`config.mk`:
```
export PLATFORM = sky130hd
export DESIGN_NAME = imem_port_arbiter_flat
export DESIGN_NICKNAME = d
export VERILOG_FILES = /design/src/rtl/imem_port_arbiter_if.sv /design/src/rtl/imem_port_arbiter.sv /design/src/flat_wrapper.sv
export SDC_FILE = /design/constraint.sdc
export NUM_CORES = 1
export LEC_CHECK = 0
export CAP_MARGIN = 0
export CORE_AREA = 2 2 104 106
export CTS_BUF_LIST = sky130_fd_sc_hd__clkbuf_4 sky130_fd_sc_hd__clkbuf_8
export DETAILED_ROUTE_END_ITERATION = 8
export DIE_AREA = 0 0 106 108
export PLACE_DENSITY_LB_ADDON = 0.05
export SLEW_MARGIN = 20
export SYNTH_ARGS = -nofsm -noshare
export SYNTH_HDL_FRONTEND = slang
export SYNTH_SLANG_ARGS = --single-unit
```
`constraint.sdc`:
```
create_clock -name clk -period 4.65 [get_ports clk]
set_clock_uncertainty 0.1 [all_clocks]
set_input_delay 0.93 -clock clk [delete_from_list [all_inputs] [get_ports clk]]
set_output_delay 0.93 -clock clk [all_outputs]
set_load 0.005 [all_outputs]
```
`src/rtl/imem_port_arbiter_if.sv`:
```
// Bus bundle between the instruction-memory arbiter, its two requesters (fetch F,
// loader L) and the single-port synchronous-read memory.
//
// Handshake: a requester holds *_req (with stable address/data) until *_gnt is seen
// high in the same cycle; the response arrives exactly one cycle after the grant as
// a one-cycle *_rvalid pulse with no backpressure, so the requester must accept it.
interface imem_port_arbiter_if;
    logic        f_req;
    logic [31:0] f_addr;
    logic        f_gnt;
    logic        f_rvalid;
    logic [31:0] f_rdata;
    logic        f_err;

    logic        l_req;
    logic        l_we;
    logic [31:0] l_addr;
    logic [31:0] l_wdata;
    logic        l_gnt;
    logic        l_rvalid;
    logic [31:0] l_rdata;
    logic        l_err;

    logic        mem_en;
    logic        mem_we;
    logic [31:0] mem_addr;
    logic [31:0] mem_wdata;
    logic [31:0] mem_rdata;

    modport slave (
        input  f_req, f_addr, l_req, l_we, l_addr, l_wdata, mem_rdata,
        output f_gnt, f_rvalid, f_rdata, f_err,
        output l_gnt, l_rvalid, l_rdata, l_err,
        output mem_en, mem_we, mem_addr, mem_wdata
    );

    modport master (
        output f_req, f_addr, l_req, l_we, l_addr, l_wdata, mem_rdata,
        input  f_gnt, f_rvalid, f_rdata, f_err,
        input  l_gnt, l_rvalid, l_rdata, l_err,
        input  mem_en, mem_we, mem_addr, mem_wdata
    );
endinterface

```
`src/rtl/imem_port_arbiter.sv`:
```
// Round-robin arbiter sharing one synchronous-read instruction memory between the
// core fetch port (read-only) and the loader/debug port (read/write).
module imem_port_arbiter #(
    parameter int MEM_BYTES   = 1024,
    parameter bit FETCH_FIRST = 1'b1
) (
    input  logic                 clk,
    input  logic                 resetn,
    imem_port_arbiter_if.slave   bus,
    output logic                 dbg_fetch_pri
);

    localparam logic [31:0] MAX_ADDR = 32'(MEM_BYTES - 4);

    // Priority state: which side wins the next conflict.
    typedef enum logic {
        PRI_F = 1'b0,
        PRI_L = 1'b1
    } pri_e;

    typedef enum logic [1:0] {
        RSP_READ  = 2'd0,
        RSP_WRITE = 2'd1,
        RSP_ERROR = 2'd2
    } rsp_kind_e;

    pri_e        pri_q, pri_d;
    logic        grant_f, grant_l, grant_any;
    logic [31:0] sel_addr;
    logic        sel_we;
    logic        legal;

    logic        rsp_valid_q;
    logic        rsp_owner_l_q;
    rsp_kind_e   rsp_kind_q;
    logic        rsp_live;

    always_ff @(posedge clk) begin
        if (!resetn) begin
            pri_q         <= FETCH_FIRST ? PRI_F : PRI_L;
            rsp_valid_q   <= 1'b0;
            rsp_owner_l_q <= 1'b0;
            rsp_kind_q    <= RSP_READ;
        end else begin
            pri_q         <= pri_d;
            rsp_valid_q   <= grant_any;
            rsp_owner_l_q <= grant_l;
            rsp_kind_q    <= !legal ? RSP_ERROR : (sel_we ? RSP_WRITE : RSP_READ);
        end
    end

    // Grants are gated by resetn so every output reads 0 while reset is held.
    always_comb begin
        grant_f = 1'b0;
        grant_l = 1'b0;
        pri_d   = pri_q;
        if (resetn) begin
            if (bus.f_req && bus.l_req) begin
                if (pri_q == PRI_F) begin
                    grant_f = 1'b1;
                    pri_d   = PRI_L;
                end else begin
                    grant_l = 1'b1;
                    pri_d   = PRI_F;
                end
            end else if (bus.f_req) begin
                grant_f = 1'b1;
            end else if (bus.l_req) begin
                grant_l = 1'b1;
            end
        end
    end

    always_comb begin
        grant_any = grant_f | grant_l;
        sel_addr  = grant_l ? bus.l_addr : bus.f_addr;
        sel_we    = grant_l & bus.l_we;
        legal     = (sel_addr[1:0] == 2'b00) && (sel_addr <= MAX_ADDR);

        bus.f_gnt     = grant_f;
        bus.l_gnt     = grant_l;
        bus.mem_en    = grant_any & legal;
        bus.mem_we    = grant_any & legal & sel_we;
        bus.mem_addr  = (grant_any && legal) ? sel_addr : 32'h0;
        bus.mem_wdata = (grant_any && legal && sel_we) ? bus.l_wdata : 32'h0;
    end

    // A reset asserted in the response cycle suppresses the pending response.
    always_comb begin
        rsp_live     = rsp_valid_q & resetn;
        bus.f_rvalid = rsp_live & ~rsp_owner_l_q;
        bus.l_rvalid = rsp_live & rsp_owner_l_q;
        bus.f_err    = bus.f_rvalid & (rsp_kind_q == RSP_ERROR);
        bus.l_err    = bus.l_rvalid & (rsp_kind_q == RSP_ERROR);
        bus.f_rdata  = (bus.f_rvalid && rsp_kind_q == RSP_READ) ? bus.mem_rdata : 32'h0;
        bus.l_rdata  = (bus.l_rvalid && rsp_kind_q == RSP_READ) ? bus.mem_rdata : 32'h0;
    end

    assign dbg_fetch_pri = (pri_q == PRI_F);

endmodule

```
`src/flat_wrapper.sv`:
```
// flat-port wrapper written by rule: the top's interface ports become plain ports
module imem_port_arbiter_flat 
#(
    parameter int MEM_BYTES   = 1024,
    parameter bit FETCH_FIRST = 1'b1
)
  (clk, resetn, dbg_fetch_pri, bus_f_req, bus_f_addr, bus_l_req, bus_l_we, bus_l_addr, bus_l_wdata, bus_mem_rdata, bus_f_gnt, bus_f_rvalid, bus_f_rdata, bus_f_err, bus_l_gnt, bus_l_rvalid, bus_l_rdata, bus_l_err, bus_mem_en, bus_mem_we, bus_mem_addr, bus_mem_wdata);
  imem_port_arbiter_if bus_i ();
  input  logic clk;
  input  logic resetn;
  output logic dbg_fetch_pri;
  input wire logic [$bits(bus_i.f_req)-1:0] bus_f_req;
  input wire logic [$bits(bus_i.f_addr)-1:0] bus_f_addr;
  input wire logic [$bits(bus_i.l_req)-1:0] bus_l_req;
  input wire logic [$bits(bus_i.l_we)-1:0] bus_l_we;
  input wire logic [$bits(bus_i.l_addr)-1:0] bus_l_addr;
  input wire logic [$bits(bus_i.l_wdata)-1:0] bus_l_wdata;
  input wire logic [$bits(bus_i.mem_rdata)-1:0] bus_mem_rdata;
  output wire logic [$bits(bus_i.f_gnt)-1:0] bus_f_gnt;
  output wire logic [$bits(bus_i.f_rvalid)-1:0] bus_f_rvalid;
  output wire logic [$bits(bus_i.f_rdata)-1:0] bus_f_rdata;
  output wire logic [$bits(bus_i.f_err)-1:0] bus_f_err;
  output wire logic [$bits(bus_i.l_gnt)-1:0] bus_l_gnt;
  output wire logic [$bits(bus_i.l_rvalid)-1:0] bus_l_rvalid;
  output wire logic [$bits(bus_i.l_rdata)-1:0] bus_l_rdata;
  output wire logic [$bits(bus_i.l_err)-1:0] bus_l_err;
  output wire logic [$bits(bus_i.mem_en)-1:0] bus_mem_en;
  output wire logic [$bits(bus_i.mem_we)-1:0] bus_mem_we;
  output wire logic [$bits(bus_i.mem_addr)-1:0] bus_mem_addr;
  output wire logic [$bits(bus_i.mem_wdata)-1:0] bus_mem_wdata;
  assign bus_i.f_req = bus_f_req;
  assign bus_i.f_addr = bus_f_addr;
  assign bus_i.l_req = bus_l_req;
  assign bus_i.l_we = bus_l_we;
  assign bus_i.l_addr = bus_l_addr;
  assign bus_i.l_wdata = bus_l_wdata;
  assign bus_i.mem_rdata = bus_mem_rdata;
  assign bus_f_gnt = bus_i.f_gnt;
  assign bus_f_rvalid = bus_i.f_rvalid;
  assign bus_f_rdata = bus_i.f_rdata;
  assign bus_f_err = bus_i.f_err;
  assign bus_l_gnt = bus_i.l_gnt;
  assign bus_l_rvalid = bus_i.l_rvalid;
  assign bus_l_rdata = bus_i.l_rdata;
  assign bus_l_err = bus_i.l_err;
  assign bus_mem_en = bus_i.mem_en;
  assign bus_mem_we = bus_i.mem_we;
  assign bus_mem_addr = bus_i.mem_addr;
  assign bus_mem_wdata = bus_i.mem_wdata;
  imem_port_arbiter #(.MEM_BYTES(MEM_BYTES), .FETCH_FIRST(FETCH_FIRST)) u_core (.clk(clk), .resetn(resetn), .bus(bus_i), .dbg_fetch_pri(dbg_fetch_pri));
endmodule
```
After elaboration in Yosys (flattened, before gate mapping)
Index checks and enable logic that the tools add are counted.
W data, S select, Z words.
- $add $sub $neg: 0
- reductions and logical operators: 9
- shift-type cells: 0
- equality and inequality tests: 1
- div/mod/pow operators: 0
- magnitude comparators: 1
- multiplexer cells: 16
- $mul: 0
- bitwise operators: 11
- operators by type and width (operator ; number):
    $mux W32 ; 5
    $le A32 B10 Y1 const B ; 1
    $mux W1 ; 10
    $and A1 B1 Y1 ; 8
    $logic_and A1 B1 Y1 ; 6
    $logic_not A2 Y1 ; 2
    $eq A2 B2 Y1 const B ; 1
    $mux W2 ; 1
    $not A1 Y1 ; 2
    $reduce_and A2 Y1 ; 1
    $or A1 B1 Y1 ; 1
- bits in latches: 0
- register bits: 5
- memory bits (writable): 0
- memory bits (read-only): 0
- memories kept: 0
- output and inout bits: 137

Longest topological paths before layout
- word-level depth: 10
- gate-level depth with buffers: 6
- mapped depth without buffers: 5

Least setup slack after synthesis
OpenSTA, ideal clock, no wires.
- path kind: input port to output port
- start: in bus_l_addr[1]
- end: out bus_mem_wdata[22]
- stages: 5
- required time: 3620 ps
- buffers on the path: 1
- slack: 1562 ps
- arrival: 2058 ps
- path through: nor4_1 nand4_2 nor3_4 buf_6 and2_1
- word-level cells in the longest chain between the ends: 6
- ends and longest elaborated chain (item ; RTL line ; RTL):
    start: declaration ; flat_wrapper.sv:16 ; input wire logic [$bits(bus_i.l_addr)-1:0] bus_l_addr;
    $mux W32 (*) ; imem_port_arbiter.sv:76 ; sel_addr = grant_l ? bus.l_addr : bus.f_addr;
    $le A32 B10 Y1 / $logic_not A2 Y1 (equally long branches) ; imem_port_arbiter.sv:78 ; legal = (sel_addr[1:0] == 2'b00) && (sel_addr <= MAX_ADDR);
    $logic_and A1 B1 Y1 (*) ; imem_port_arbiter.sv:78 ;
    $logic_and A1 B1 Y1 (*) (2 in a row) ; imem_port_arbiter.sv:85 ; bus.mem_wdata = (grant_any && legal && sel_we) ? bus.l_wdata : 32'h0;
    $mux W32 (*) ; imem_port_arbiter.sv:85 ;
    end: declaration ; flat_wrapper.sv:30 ; output wire logic [$bits(bus_i.mem_wdata)-1:0] bus_mem_wdata;
Mark *: on every way between the ends. The rest lies on a longest branch, timed or not.

Worst setup path in the final report
- start: in bus_l_addr[21]
- end: out bus_mem_addr[6]
- word-level cells in the longest chain between the ends: 5
- ends and longest elaborated chain (item ; RTL line ; RTL):
    $mux W32 ; imem_port_arbiter.sv:76 ;
    $le A32 B10 Y1 ; imem_port_arbiter.sv:78 ;
    $logic_and A1 B1 Y1 ; imem_port_arbiter.sv:78 ;
    $logic_and A1 B1 Y1 ; imem_port_arbiter.sv:84 ; bus.mem_addr = (grant_any && legal) ? sel_addr : 32'h0;
    $mux W32 ; imem_port_arbiter.sv:84 ;
    end: declaration ; flat_wrapper.sv:29 ; output wire logic [$bits(bus_i.mem_addr)-1:0] bus_mem_addr;
Every way passes these cells.

==> metrics.txt <==
global-route wire length before repair around 10000 um; clock sink count 5; Most Crowded Layer GR met2; Worst Hold Slack 0.504 ns; final wirelength ~7100 um; Die W between 100 and 150 um; post-synthesis mux area share 0.00728; worst path required time between 3 and 4 ns; starting density of the core 0.134; initial antenna violation count 0; Routed wire per std cell between 10 and 15 um; post-DP HPWL between 6000 and 7000 um; fraction of layout cells with a size suffix above 1 0.0449; area fraction of the dominant cell type after synthesis 0.446; Synth Area in Compound Gates 0.0864; Unique masters post-synth 27; DRC 0; Post-Synth XOR/XNOR Area 0.00637; CP max FO 10; Nets 579; RSZ-0062 raised after global routing no; Antenna diodes 0; buffer depth of the longest clock path 2; largest family of logic cells by synthesized area simple AND/OR/NAND/NOR gates; M1 GR Usage 0.111; Post-Synth Adder-Cell Area 0; post-synthesis sequential area ratio 0.0728; Finish-stage setup viols 0; Synth Instances 202; synthesis-to-layout area growth 186%; most frequent cells in the layout 245 x clkdlybuf4s50_1, 98 x and2_1, 24 x conb_1; 1st-pass router iterations 6; M3 GR Usage 0.0404; slew of the pin with the lowest slew margin roughly 0.52 ns; initial DRC count 62; # IOs 270; Final Instance Area between 0.003 and 0.004 mm2; Max Clock Freq between 200 and 250 MHz; final worst-path cycle share 0.911; CTS Hold Bufs 0; met2 GRT Util 0.213; largest net degree at the start of global routing 34; Post-Synth Simple-Gate Area 0.641; Worst-path clk slew ~0.030 ns; synthesized area about 0.0014 mm2; LEAKAGE 1.48 nW; Final Hold Viols 0; IO Port Bufs 245; Crit. End Element output port; CP Data Arrival Time 3.20 ns; htree depth 1; global-route usage over all layers 0.110; CTS resizes 0; kind of critical path in2out; Hold WC Path Type reg2reg; VDD IR-drop max a little over 0.00005 V; clk root buf clkbuf_8; vias in the first global route 2117; Die H 108 um; Worst slew margin 0.650; worst skew pair latency approximately 0.22 ns; CTS tree done; Final min period 4.23 ns; max-slew violations 0; core area 0.0102 mm2; PD cells 75.2 mW/mm2; TritonCTS buffer count 3; final setup TNS 0 ns; Syn. warnings 0; syn_area_per_cell approximately 6.8 um2; Via-to-Cell Ratio approximately 3.7; Yosys reg bits 5; status finished, final reports clean; Post-DP Area just under 0.004 mm2; buffer count from post-CTS setup fixing 0; row count 37; commonest non-fill, non-tap cell in the layout clkdlybuf4s50_1; GRT overflow 0; final design utilization 0.384; area leader, netlist and2_1; die area 0.0114 mm2; MaxCap Viol Count 0; Antenna Nets Post-Route 0; largest cells by area after synthesis and2_1 45%, buf_4 13%, dfxtp_1 7.3%; CP Launch Type input pin; gpl congestion between 0.7 and 0.8; via count 2175
cells by family after synthesis:
| logic type | after synthesis |
|---|---|
| AND/OR/NAND/NOR | 143 |
| other | 1 |
| multiplexers | 1 |
| AO/OA/AOI/OAI | 14 |
| flip-flops | 5 |
| XOR/XNOR | 1 |
| buffers and inverters | 37 |
cell usage after synthesis:
cell type / n
inv_1: 4
nor3_2: 2
nand2_1: 6
nand2_2: 1
clkbuf_1: 6
or2_1: 1
a22oi_1: 8
xnor2_1: 1
and2_1: 98
nor4_2: 3
nand4_2: 2
o21a_1: 1
o21ai_1: 1
dfxtp_1: 5
a211oi_4: 1
conb_1: 1
nand3_1: 3
a21oi_4: 1
nand2b_1: 1
mux2i_1: 1
nor4_1: 7
nor2_1: 16
nor3_4: 1
nor3_1: 2
a21oi_1: 2
buf_6: 3
buf_4: 24
critical path, cell delays in order:
cell and delay (ns):
clkdlybuf4s50_1 0.41, nor4_2 0.35, nand4_2 0.24, a211oi_4 0.46, a22oi_1 0.17, nor2_1 0.11, clkdlybuf4s50_1 0.52
layer usage:
| layer | vias to the layer above | part of all wire |
|---|---|---|
| li1 | 1089 | - |
| met1 | 919 | 0.34 |
| met2 | 163 | 0.52 |
| met3 | 4 | 0.13 |
| met4 | 0 | 0.0070 |
| met5 | - | 0 |
through the flow:
stage / std cells / power [mW] / setup slack [ns]
3_5_place_dp: 577 / 0.212 / 0.369
3_3_place_gp: 577 / 0.211 / 0.403
6_report: 581 / 0.296 / 0.415
5_1_grt: 581 / 0.318 / 0.183
4_1_cts: 581 / 0.301 / 0.358
2_1_floorplan: 225 / 0.0883 / 1.56
flip-flops by register name (all words and copies together) (netlist names):
name,flops
u_core.pri_q,1
u_core.rsp_kind_q,2
u_core.rsp_owner_l_q,1
u_core.rsp_valid_q,1
where the power goes:
group          switching (mW)  internal [mW]  total (mW)  leakage, nW
clock                  0.0204         0.0646      0.0850       0.0262
combinational          0.0408          0.123       0.164         1.41
sequential            0.00169         0.0455      0.0472       0.0414
total                  0.0629          0.233       0.296         1.48
cell type report:
class	instances	area (um2)
Clock buffer	4	48.8
Fill cell	1062	6300
Inverter	4	15.0
Multi-Input combinational cell	183	1110
Sequential cell	5	100
Tap cell	136	170
Timing Repair Buffer	249	2480
path summary, 6_finish.rpt:
kind                              from                         endpoint  slack [ns]  cells after the start
max                     bus_l_addr[21]                  bus_mem_addr[6]        0.42                      7
min          u_core.pri_q$_SDFFE_PN0P_        u_core.pri_q$_SDFFE_PN0P_        0.50                      2
max reg2reg  u_core.pri_q$_SDFFE_PN0P_  u_core.rsp_kind_q[1]$_SDFF_PN0_        3.13                      4
min reg2reg  u_core.pri_q$_SDFFE_PN0P_        u_core.pri_q$_SDFFE_PN0P_        0.50                      2
(Power assumes the default switching activity.)
